--- src/rtl/spi_16bit_master.sv ---
// SPI mode-3 master, 16-bit frames, MSB first, with CS lead/lag and inter-frame gap.
// Define SPI_LOOPBACK_EN to feed the receive shifter from the internal MOSI register.
module spi_16bit_master #(
  parameter int unsigned DIV = 4
) (
  input  logic        clk_in,
  input  logic        rst,
  input  logic        start,
  input  logic [15:0] tx_data,
  output logic        busy,
  output logic        done,
  output logic [15:0] rx_data,
  output logic        SPI_CS,
  output logic        SPI_SCLK,
  output logic        SPI_MOSI,
  input  logic        SPI_MISO
);

  typedef enum logic [2:0] {StIdle, StLead, StShift, StLag, StGap} state_t;

  localparam logic [7:0] CntLast = 8'(DIV - 1);

  state_t      r_state;
  logic [7:0]  r_cnt;
  logic [3:0]  r_bit;
  logic        r_phase;
  logic [15:0] r_tx_sh;
  logic [15:0] r_rx_sh;
  logic [15:0] r_rx_data;
  logic        r_busy;
  logic        r_done;
  logic        r_cs;
  logic        r_sclk;
  logic        r_mosi;
  logic        w_rx_in;
  logic        w_cnt_last;

`ifdef SPI_LOOPBACK_EN
  assign w_rx_in = r_mosi;
`else
  // Sampled a full half-period after the slave's update edge, so no synchronizer.
  assign w_rx_in = SPI_MISO;
`endif

  assign w_cnt_last = (r_cnt == CntLast);

  always_ff @(posedge clk_in or negedge rst) begin
    if (!rst) begin
      r_state   <= StIdle;
      r_cnt     <= 8'd0;
      r_bit     <= 4'd0;
      r_phase   <= 1'b0;
      r_tx_sh   <= 16'd0;
      r_rx_sh   <= 16'd0;
      r_rx_data <= 16'd0;
      r_busy    <= 1'b0;
      r_done    <= 1'b0;
      r_cs      <= 1'b1;
      r_sclk    <= 1'b1;
      r_mosi    <= 1'b0;
    end else begin
      r_done <= 1'b0;
      unique case (r_state)
        StIdle: begin
          if (start) begin
            r_tx_sh <= tx_data;
            r_mosi  <= tx_data[15];
            r_cs    <= 1'b0;
            r_busy  <= 1'b1;
            r_cnt   <= 8'd0;
            r_state <= StLead;
          end
        end
        StLead: begin
          if (w_cnt_last) begin
            r_cnt   <= 8'd0;
            r_bit   <= 4'd0;
            r_phase <= 1'b0;
            r_sclk  <= 1'b0;
            r_state <= StShift;
          end else begin
            r_cnt <= r_cnt + 8'd1;
          end
        end
        StShift: begin
          if (!w_cnt_last) begin
            r_cnt <= r_cnt + 8'd1;
          end else begin
            r_cnt <= 8'd0;
            if (!r_phase) begin
              r_sclk  <= 1'b1;
              r_phase <= 1'b1;
              r_rx_sh <= {r_rx_sh[14:0], w_rx_in};
            end else if (r_bit == 4'd15) begin
              // Last bit: SCLK stays high and MOSI holds bit 0 through LAG.
              r_state <= StLag;
            end else begin
              r_sclk  <= 1'b0;
              r_phase <= 1'b0;
              r_bit   <= r_bit + 4'd1;
              r_tx_sh <= {r_tx_sh[14:0], 1'b0};
              r_mosi  <= r_tx_sh[14];
            end
          end
        end
        StLag: begin
          if (w_cnt_last) begin
            r_cnt     <= 8'd0;
            r_cs      <= 1'b1;
            r_done    <= 1'b1;
            r_rx_data <= r_rx_sh;
            r_state   <= StGap;
          end else begin
            r_cnt <= r_cnt + 8'd1;
          end
        end
        StGap: begin
          if (w_cnt_last) begin
            r_cnt   <= 8'd0;
            r_busy  <= 1'b0;
            r_state <= StIdle;
          end else begin
            r_cnt <= r_cnt + 8'd1;
          end
        end
        default: r_state <= StIdle;
      endcase
    end
  end

  assign busy     = r_busy;
  assign done     = r_done;
  assign rx_data  = r_rx_data;
  assign SPI_CS   = r_cs;
  assign SPI_SCLK = r_sclk;
  assign SPI_MOSI = r_mosi;

endmodule

--- config.mk ---
export PLATFORM = sky130hd
export DESIGN_NAME = spi_16bit_master
export DESIGN_NICKNAME = d
export VERILOG_FILES = /design/src/rtl/spi_16bit_master.sv
export SDC_FILE = /design/constraint.sdc
export NUM_CORES = 1
export LEC_CHECK = 0
export CAP_MARGIN = 0
export CORE_MARGIN = 2
export CORE_UTILIZATION = 40
export CTS_BUF_LIST = sky130_fd_sc_hd__clkbuf_16
export DETAILED_ROUTE_END_ITERATION = 10
export HOLD_SLACK_MARGIN = 0.08
export PLACE_DENSITY = 0.65
export SLEW_MARGIN = 20
export SYNTH_ARGS = -nofsm -noshare
export SYNTH_HDL_FRONTEND = slang
export SYNTH_SLANG_ARGS = --single-unit
export TNS_END_PERCENT = 50
--- constraint.sdc ---
create_clock -name clk_in -period 2.2 [get_ports clk_in]
set_input_delay 0.22 -clock clk_in [delete_from_list [all_inputs] [get_ports clk_in]]
set_output_delay 0.22 -clock clk_in [all_outputs]
set_load 0.05 [all_outputs]
==> flow_summary_export.csv <==
group,metric,value,unit
setup_path,critical_path_arrival,2.25,ns
logic_synthesis,ys_seq_elements,68,
worst_hold_path,hold_path.class,"input pin to asynchronous set/reset pin",
sta,period_share,0.927,
global_route,grt_pass1_wl,10000,um
sta,hold_slack,0.410,ns
logic_synthesis,yosysTopAreaCellShare,0.535,
floorplan,initial_core_util,0.406,
detailed_routing,drt-vias-per-instance,5.24,
logic_synthesis,synth_area_leaders,"dfrtp_1 53%, mux2_2 7.3%, mux2_4 5.8%",
floorplan,die_y,91.9,um
setup_path,cp-start-kind,"register",
clock_network,numCtsBuffers,9,
floorplan,core.rowCount,32,
setup_path,slowest_delay,0.50,ns
sta,fin_ws,0.161,ns
setup_path,critical_path.max_fanout,18,
setup_path,reg2reg_slack,0.16,ns
sta,rsz0062_at_grt,"false",
logic_synthesis,avgSynthCellArea,12.6,sq um
logic_synthesis,yosysSeqAreaShare,0.552,
sta,setup_viol_count_final,0,
detailed_routing,drt_pass1_iterations,4,
setup_path,criticalPathCategory,"register to register",
clock_network,cts_tree,"built",
placement,place_hpwl,4110,um
floorplan,fp.dieW,91.9,um
power,vdd_drop_max,0.000405,V
clock_network,htree_levels,3,
detailed_routing,wl_per_cell,14.4,um
detailed_routing,drt_wl_total,5890,um
job,max_cap_violations,0,
cells_and_area,diodes,0,
setup_path,required,2.41,ns
placement,numPortBuffers,40,
detailed_routing,first_iter_violations,94,
floorplan,design.core.area,0.00761,sq mm
global_route,grt_overflow,0,
logic_synthesis,syn_nets,267,
power,p_leak,1.81,nW
logic_synthesis,yosysTopAreaCell,"dfrtp_1",
placement,post-place-ws,0.164,ns
setup_path,ff2ff_path_depth,5,
clock_network,cts_root_buffer,"clkbuf_16",
setup_path,worstReg2RegEnd,"rx_data[11]",
cells_and_area,nNetsFinal,325,
logic_synthesis,yosys_warnings,0,
setup_path,cp-end-kind,"register",
sta,min_period,2.04,ns
sta,fin_setup_tns,0,ns
detailed_routing,vias,2148,
clock_network,path_clk_slew,0.06,ns
logic_synthesis,async_flop_share,1.00,
floorplan,dieArea,0.00844,sq mm
sta,slew_headroom,0.405,
detailed_routing,drc_errors,0,
detailed_routing,ant_nets,0,
cells_and_area,utilization,0.526,
power,power_density,684,mW/mm^2
placement,gp_congestion,0.813,
sta,maxSlewViolCount,0,
sta,finalHoldViolations,0,
global_route,grt.total_usage,0.150,
global_route,first_global_vias,2151,
logic_synthesis,syn_area,0.00309,sq mm
clock_network,cts_resized,0,
cells_and_area,area.growth.synth_to_final,29.5,%
global_route,antenna_found_initial,0,
floorplan,io_pins,41,
outcome,status,"finished clean",
clock_network,postCtsHoldBufs,1,
logic_synthesis,synthCells,245,
sta,skew,0.00681,ns
sta,worst_slew_pin_slew,0.884,ns
setup_path,path_cells,"ha_1, or3b_2, nor2_4, nand3_4, mux2_4",
clock_network,cts.sinks,68,
clock_network,ctsLongestPathBuffers,2,
sta,clock.fmax,490,MHz
cells_and_area,layout-drive-gt1-share,0.256,
global_route,grt_max_degree,30,
clock_network,cts_setup_buffers,0,
logic_synthesis,ys.flop_type,"dfrtp_1",
logic_synthesis,yosys.cell_types.count,48,
setup_path,reg2reg_from,"r_cnt[1]",
setup_path,cp_slowest_cell,"or3b_2",
clock_network,worstSkewPairLatency,0.33,ns
logic_synthesis,synth_edf_count,0,
## state kept, by name, indices dropped and copies added (netlist names), 3 cells and up
register	flops
r_state	3
r_rx_sh	16
r_bit	4
rx_data	16
r_tx_sh	15
r_cnt	8
## cell families after synthesis
group           after synthesis  share of synthesized area
compound gates               55                      0.135
xor+xnor                      8                     0.0227
fa+ha+maj                     2                    0.00810
buf+inv                      17                     0.0276
flops                        68                      0.552
mux                          32                      0.131
simple gates                 63                      0.123
## Yosys cell counts, types with 3 or more instances
cell,count
nand4_1,5
nand3_1,10
mux2_4,12
xnor2_1,6
dfrtp_1,66
mux2_2,20
nand2_1,7
o21a_1,16
clkbuf_1,7
o32a_1,14
nor2_1,15
a21oi_1,7
nor4_1,3
inv_1,4
o21ai_0,6
nor3_1,3
## stage by stage
step	cells	area, sq um	total power [mW]
final	410	4000	2.73
after global routing	410	4000	2.84
after CTS	410	4000	2.78
after detailed placement	393	3700	1.36
after global placement	393	3700	1.36
after floorplan	245	3090	1.29
## layout make-up
| cell class | instances | area (sq um) |
|---|---|---|
| clock inverters | 7 | 67.6 |
| clock buffers | 9 | 225 |
| inverters | 4 | 15.0 |
| repair buffers | 60 | 561 |
| well taps | 102 | 128 |
| flip-flops and latches | 68 | 1700 |
| multi-input cells | 160 | 1300 |
| fillers | 697 | 3610 |
## worst max-delay path by stage
stage                     cells past startpoint  slack [ns]          end  startpoint
after global placement                        5        0.20   rx_data[8]    r_cnt[1]
final                                         5        0.16  rx_data[11]    r_cnt[1]
after global routing                          5        0.04  rx_data[11]    r_cnt[1]
after floorplan                               7        0.17  r_rx_sh[10]    r_cnt[1]
after CTS                                     5        0.15  rx_data[11]    r_cnt[1]
after detailed placement                      5        0.16   rx_data[8]    r_cnt[1]
## layer usage
layer | GRT usage | part of all wire | vias to the layer above
met5 | 0 | 0 | -
met4 | 0.0659 | 0.016 | 0
met3 | 0.0403 | 0.041 | 11
met2 | 0.244 | 0.49 | 52
met1 | 0.188 | 0.45 | 1052
li1 | - | - | 1033
## placed cells by master (no fill, tap or decap), types with 2 or more instances in the layout
master            n
dfrtp_1          66
clkdlybuf4s50_1  39
mux2_2           20
buf_4            18
o21a_1           16
nor2_1           15
o32a_1           14
mux2_4           12
nand3_1          10
clkbuf_16         9
nand2_1           7
a21oi_1           7
xnor2_1           6
o21ai_0           6
inv_1             5
nand4_1           5
nor4_1            3
nor3_1            3
dfstp_2           2
or3b_2            2
or2_2             2
nor3b_1           2
xor2_1            2
a31oi_1           2
and3_1            2
a21o_1            2
nor4b_1           2
ha_1              2
clkinv_2          2
clkinvlp_4        2
## worst max-delay path: cells and delay by family, from the launching register on
family | cells | cell delay, ns
fa+ha+maj | 1 | 0.24
flops | 1 | 0.40
mux | 1 | 0.37
simple gates | 3 | 0.90
## report_power, final
part           internal (mW)  total, mW  switching (mW)
logic                 0.0413     0.0745          0.0331
registers               1.26       1.26         0.00490
clock network          0.872       1.40           0.525
total                   2.17       2.73           0.563
Note: power is estimated with default switching activity, not from simulation.
